`src/rtl/ram_test_pkg.sv`:
```
// ram_test_pkg: shared state encoding and widths for the RAM test sequencer
package ram_test_pkg;
    localparam int TMR_W = 4;
    localparam int PASS_W = 8;
    typedef enum logic [3:0] {
        IDLE, CLEAR, WR_PULSE, WR_NEXT, RD_ACC, RD_CHK, RD_NEXT, DONE, HOLD
    } state_t;
endpackage

```
`src/rtl/ram_seq_timer.sv`:
```
// ram_seq_timer: loadable down-counter with zero flag that stops at zero instead of wrapping
module ram_seq_timer
    import ram_test_pkg::*;
(
    input  logic             clk,
    input  logic             rst,
    input  logic             load,
    input  logic             dec,
    input  logic [TMR_W-1:0] load_val,
    output logic             zero
);
    logic [TMR_W-1:0] cnt;
    always_ff @(posedge clk) begin
        if (rst) cnt <= '0;
        else if (load) cnt <= load_val;
        else if (dec && cnt != '0) cnt <= cnt - 1'b1;
    end
    assign zero = cnt == '0;
endmodule

```
`src/rtl/ram_test_seq.sv`:
```
// ram_test_seq: write-all/read-all RAM test sequencer; optional single-step mode via RAM_SEQ_STEP_EN
module ram_test_seq
    import ram_test_pkg::*;
#(
    parameter int WR_CYC  = 2,
    parameter int RD_WAIT = 2,
    parameter int PASSES  = 1
) (
    input  logic              clk,
    input  logic              rst,
    input  logic              start,
    input  logic              abort,
`ifdef RAM_SEQ_STEP_EN
    input  logic              step,
    input  logic              step_mode,
`endif
    input  logic              adr_limit,
    output logic              clr,
    output logic              count,
    output logic              all_clear,
    output logic              ram_we_n,
    output logic              ram_oe_n,
    output logic              OE_buffer,
    output logic              wr_err_reg_clock,
    output logic              busy,
    output logic              done,
    output logic [PASS_W-1:0] pass_cnt
);
    state_t st, nxt;
    logic tmr_zero, tmr_load, hold_on, step_go, hold_rd, at_next;
`ifdef RAM_SEQ_STEP_EN
    assign hold_on = step_mode;
    assign step_go = step;
    // remembers which phase parked in HOLD so the release resumes the right decision
    always_ff @(posedge clk) begin
        if (rst) hold_rd <= 1'b0;
        else if (nxt == HOLD && st != HOLD) hold_rd <= st == RD_CHK;
    end
`else
    assign hold_on = 1'b0;
    assign step_go = 1'b0;
    assign hold_rd = 1'b0;
`endif
    always_comb begin
        nxt = st;
        case (st)
            IDLE:     nxt = start ? CLEAR : IDLE;
            CLEAR:    nxt = WR_PULSE;
            WR_PULSE: nxt = tmr_zero ? (hold_on ? HOLD : WR_NEXT) : WR_PULSE;
            WR_NEXT:  nxt = adr_limit ? RD_ACC : WR_PULSE;
            RD_ACC:   nxt = tmr_zero ? RD_CHK : RD_ACC;
            RD_CHK:   nxt = hold_on ? HOLD : RD_NEXT;
            RD_NEXT:  nxt = !adr_limit ? RD_ACC : (pass_cnt < PASS_W'(PASSES) ? WR_PULSE : DONE);
            DONE:     nxt = IDLE;
            HOLD:     nxt = step_go ? (hold_rd ? RD_NEXT : WR_NEXT) : HOLD;
        endcase
        if (abort) nxt = IDLE;
    end
    assign tmr_load = (nxt == WR_PULSE && st != WR_PULSE) || (nxt == RD_ACC && st != RD_ACC);
    assign at_next = nxt == WR_NEXT || nxt == RD_NEXT;
    ram_seq_timer u_tmr (
        .clk      (clk),
        .rst      (rst),
        .load     (tmr_load),
        .dec      (st == WR_PULSE || st == RD_ACC),
        .load_val (nxt == WR_PULSE ? TMR_W'(WR_CYC - 1) : TMR_W'(RD_WAIT - 1)),
        .zero     (tmr_zero)
    );
    // outputs decode the next state so each strobe lines up with its own state
    always_ff @(posedge clk) begin
        if (rst) begin
            st <= IDLE;
            clr <= 1'b0;
            count <= 1'b0;
            all_clear <= 1'b0;
            ram_we_n <= 1'b1;
            ram_oe_n <= 1'b1;
            OE_buffer <= 1'b0;
            wr_err_reg_clock <= 1'b0;
            busy <= 1'b0;
            done <= 1'b0;
            pass_cnt <= '0;
        end else begin
            st <= nxt;
            clr <= nxt == CLEAR || (at_next && adr_limit);
            count <= at_next && !adr_limit;
            all_clear <= nxt == CLEAR;
            ram_we_n <= nxt != WR_PULSE;
            ram_oe_n <= !(nxt == RD_ACC || nxt == RD_CHK);
            OE_buffer <= nxt == WR_PULSE || nxt == WR_NEXT;
            wr_err_reg_clock <= nxt == RD_CHK;
            busy <= nxt != IDLE;
            done <= nxt == DONE;
            pass_cnt <= nxt == CLEAR ? '0 :
                        (nxt == RD_NEXT && adr_limit && pass_cnt != '1) ? pass_cnt + 1'b1 : pass_cnt;
        end
    end
endmodule
```
`config.mk`:
```
export PLATFORM = sky130hd
export DESIGN_NAME = ram_test_seq
export DESIGN_NICKNAME = d
export VERILOG_FILES = /design/src/rtl/ram_test_pkg.sv /design/src/rtl/ram_seq_timer.sv /design/src/rtl/ram_test_seq.sv
export SDC_FILE = /design/constraint.sdc
export NUM_CORES = 1
export LEC_CHECK = 0
export BUFFER_PORTS_ARGS = -buffer_cell sky130_fd_sc_hd__buf_2
export CAP_MARGIN = 20
export CORE_UTILIZATION = 50
export CTS_BUF_LIST = sky130_fd_sc_hd__clkbuf_16
export CTS_CLUSTER_DIAMETER = 50
export CTS_CLUSTER_SIZE = 14
export DETAILED_ROUTE_END_ITERATION = 12
export GPL_TIMING_DRIVEN = 1
export HOLD_SLACK_MARGIN = 0.03
export PLACE_DENSITY_LB_ADDON = 0.25
export RECOVER_POWER = 100
export SYNTH_ARGS = -nofsm -noshare
export SYNTH_HDL_FRONTEND = slang
export SYNTH_SLANG_ARGS = --single-unit
```
`constraint.sdc`:
```
create_clock -name clk -period 2.5 [get_ports clk]
set_input_delay 0.5 -clock clk [delete_from_list [all_inputs] [get_ports clk]]
set_output_delay 0.5 -clock clk [all_outputs]
set_load 0.02 [all_outputs]
```
==> results.py <==
metrics = {
    "setup_path": {
        "reg2reg_slack_ps": 200,
        "critPathMaxStageDelay_ps": 490,
        "cp_max_fo": 8,
        "cp.arrival_ps": 2430,
        "critPathBufInv": 1,
        "r2r-end": "pass_cnt[6]$_SDFFE_PP0P_",
        "worst-setup-path-type": "flip-flop to flip-flop",
        "critPathTopFamily": "simple AND/OR/NAND/NOR gates",
        "r2r_cells": 7,
        "crit_chain": "inv_1 > ha_1 > or4b_4 > o21ai_2 > and2_0 > a41o_1 > nor3b_1",
        "setup.worst_path.start_class": "flip-flop",
        "crit_path_end_kind": "flip-flop",
        "worstPathRequired_ps": 2630,
        "reg2reg_from": "pass_cnt[0]$_SDFFE_PP0P_",
        "slowest_stage": "or4b_4",
    },
    "clocking": {
        "cts_setup_buffers": 0,
        "clockBufferDepth": 2,
        "clk_pin_slew_ps": 60,
        "cts_tree": "done",
        "cts_resized": 0,
        "clock_sinks": 25,
        "cts_inserted_buffers": 3,
        "htreeDepth": 1,
        "clkLatencyLatePin_ps": 250,
        "cts-root-buf": "clkbuf_16",
        "postCtsHoldBufs": 0,
    },
    "drt": {
        "first_pass_iters": 8,
        "wl_met3_um": 108,
        "m1WireLength_um": 1620,
        "drc": 1,
        "wl_met2_um": 1690,
        "routed_wl_um": 3460,
        "top_layer_used": "met4",
        "wl_per_cell_um": 15.2,
        "viasPerCell": 6.05,
        "final_antenna_net_count": 0,
        "initialDrtViolationCount": 27,
        "vias": 1379,
    },
    "power": {
        "p_leak_nw": 0.613,
        "p_per_area_mw_per_mm2": 504,
        "report.power.total_mw": 0.844,
        "ir_drop_mv": 0.408,
    },
    "placed_design": {
        "port_buffers": 21,
        "globalplace.congestion": 0.857,
        "hpwl_um": 2580,
        "place_inst": 224,
    },
    "outcome": {
        "status": "finished with violations",
        "violations": "DRC",
    },
    "timing": {
        "rsz0062_at_grt": "no",
        "max_clock_freq_mhz": 436,
        "tns_ps": 0,
        "hold_violations": 0,
        "fin_crit_ps": 2300,
        "finalSetupViolations": 0,
        "slew_violations": 0,
        "worstMarginPinSlew_ps": 594,
        "skew_ps": 2.66,
        "relSlewSlack": 0.603,
        "fin_crit_sh": 0.918,
    },
    "final_layout": {
        "layout_common_cells": "dfxtp_1 (25), clkbuf_1 (19), a21oi_1 (13)",
        "multiInputGateArea_um2": 886,
        "fillers": 264,
        "synthToLayoutAreaGrowth_pct": 8.51,
        "fin_nets": 207,
        "final_common_cell": "dfxtp_1",
        "fin_cells": 228,
        "num_antenna_cells": 0,
        "drive_gt1_frac": 0.142,
        "seq_area_um2": 500,
    },
    "synth": {
        "avgSynthCellArea_um2": 8.72,
        "seq_area_frac_synth": 0.324,
        "synth_compound_area_frac": 0.213,
        "synthesis.area_mm2": 0.00154,
        "ys_seq_elements": 25,
        "synth_edf_count": 0,
        "synth_fa_ha_area_frac": 0.0324,
        "async_flop_share": 0,
        "synthCells": 177,
        "synth_xor_area_frac": 0.0227,
        "synthMuxAreaShare": 0.0267,
        "yosysWarnings": 0,
        "syn-num-nets": 186,
        "ys.flop_type": "dfxtp_1",
        "synthSimpleGateAreaFrac": 0.282,
        "synth_top_family_by_area": "simple AND/OR/NAND/NOR gates",
        "yosys.cell_types.count": 59,
    },
    "hold_path": {
        "hold_path_depth": 2,
        "hold-path-endpoint": "u_tmr.cnt[3]$_SDFFE_PP0P_",
        "hold_path.class": "primary input to flip-flop",
        "worstHoldStart": "rst",
    },
    "floorplan": {
        "dieArea_mm2": 0.00331,
        "fp.dieW_um": 57.6,
        "row_count": 19,
        "ios": 22,
        "core_mm2": 0.00283,
        "die_y_um": 57.6,
        "start_util": 0.546,
    },
    "global_routing": {
        "grt_pass1_wl_um": 5840,
        "overflow": 0,
        "grt_max_degree": 15,
        "antenna_found_initial": 0,
        "grtUsageTotal": 0.223,
        "grt_pass1_vias": 1313,
    },
    "run": {
        "maxCapViolCount": 0,
    },
}
worst max-delay path by stage:
stage	startpoint	to	slack (ps)	cells after the start
2_1_floorplan	pass_cnt[0]$_SDFFE_PP0P_	pass_cnt[4]$_SDFFE_PP0P_	310	8
3_3_place_gp	adr_limit	pass_cnt[6]$_SDFFE_PP0P_	240	6
3_5_place_dp	adr_limit	pass_cnt[4]$_SDFFE_PP0P_	210	6
4_1_cts	pass_cnt[0]$_SDFFE_PP0P_	pass_cnt[4]$_SDFFE_PP0P_	260	7
5_1_grt	st[3]$_SDFF_PP0_	count$_SDFF_PP0_	70	7
6_report	pass_cnt[0]$_SDFFE_PP0P_	pass_cnt[6]$_SDFFE_PP0P_	200	7
cells in the mapped netlist, drive strengths merged (2+ instances only):
master,number,area share
and2,4,0.016
and3,2,0.0081
clkbuf,3,0.016
o211ai,2,0.013
o31ai,7,0.034
xor2,2,0.011
mux2i,3,0.019
nor4,2,0.0081
a31oi,2,0.0081
inv,11,0.027
nor2,8,0.019
o21ai,5,0.021
dfxtp,25,0.32
a211oi,2,0.0097
nand4,3,0.012
nor2b,3,0.012
o32ai,2,0.016
nand3,12,0.039
buf,9,0.056
ha,4,0.032
nor4b,2,0.011
a31o,3,0.017
nor3,2,0.0065
or4,6,0.029
or4b,2,0.015
nand2b,4,0.016
a21oi,13,0.042
xnor2,2,0.011
nor3b,3,0.015
and4,2,0.012
nand2,11,0.028
worst reg2reg max path: stages, from the launching register on:
cell	delay, ps
dfxtp_1	330
inv_1	100
ha_1	160
or4b_4	490
o21ai_2	230
and2_0	350
a41o_1	430
nor3b_1	90
logic make-up after synthesis:
kind of cell / after synthesis
AO/OA/AOI/OAI: 45
adder cells (fa/ha/maj): 4
multiplexers: 4
flip-flops: 25
AND/OR/NAND/NOR: 72
XOR/XNOR: 4
buffers and inverters: 23
through the flow:
step           worst slack (ps)   util  hold slack (ps)  cell area (µm²)
4_1_cts                     258  0.604              531             1710
3_3_place_gp                236  0.576              511             1630
3_5_place_dp                207  0.576              528             1630
6_report                    205  0.592              529             1680
2_1_floorplan               310      -              541             1540
5_1_grt                    72.3  0.592              547             1680
per-layer routing:
metal	up-vias	global-route usage
met2	35	0.369
met3	6	0.0454
met1	644	0.285
li1	694	-
met4	0	0.0871
met5	-	0
flip-flops by register name (all words and copies together), names as in the netlist:
register,flops
done,1
st,4
wr_err_reg_clock,1
clr,1
all_clear,1
OE_buffer,1
count,1
pass_cnt,8
ram_oe_n,1
ram_we_n,1
busy,1
u_tmr.cnt,4
area by class of cell:
cell class              instances  share of cell area
clock buffers                   3              0.0448
multi-input cells             129               0.529
flip-flops and latches         25               0.299
repair buffers                 28              0.0769
clock inverters                 1             0.00299
well taps                      31              0.0232
inverters                      11              0.0246
power breakdown:
part / switching, mW / internal, mW
clock: 0.133 / 0.215
combinational: 0.0558 / 0.0306
sequential: 0.00478 / 0.405
total: 0.194 / 0.651
Note: power is estimated with default switching activity, not from simulation.
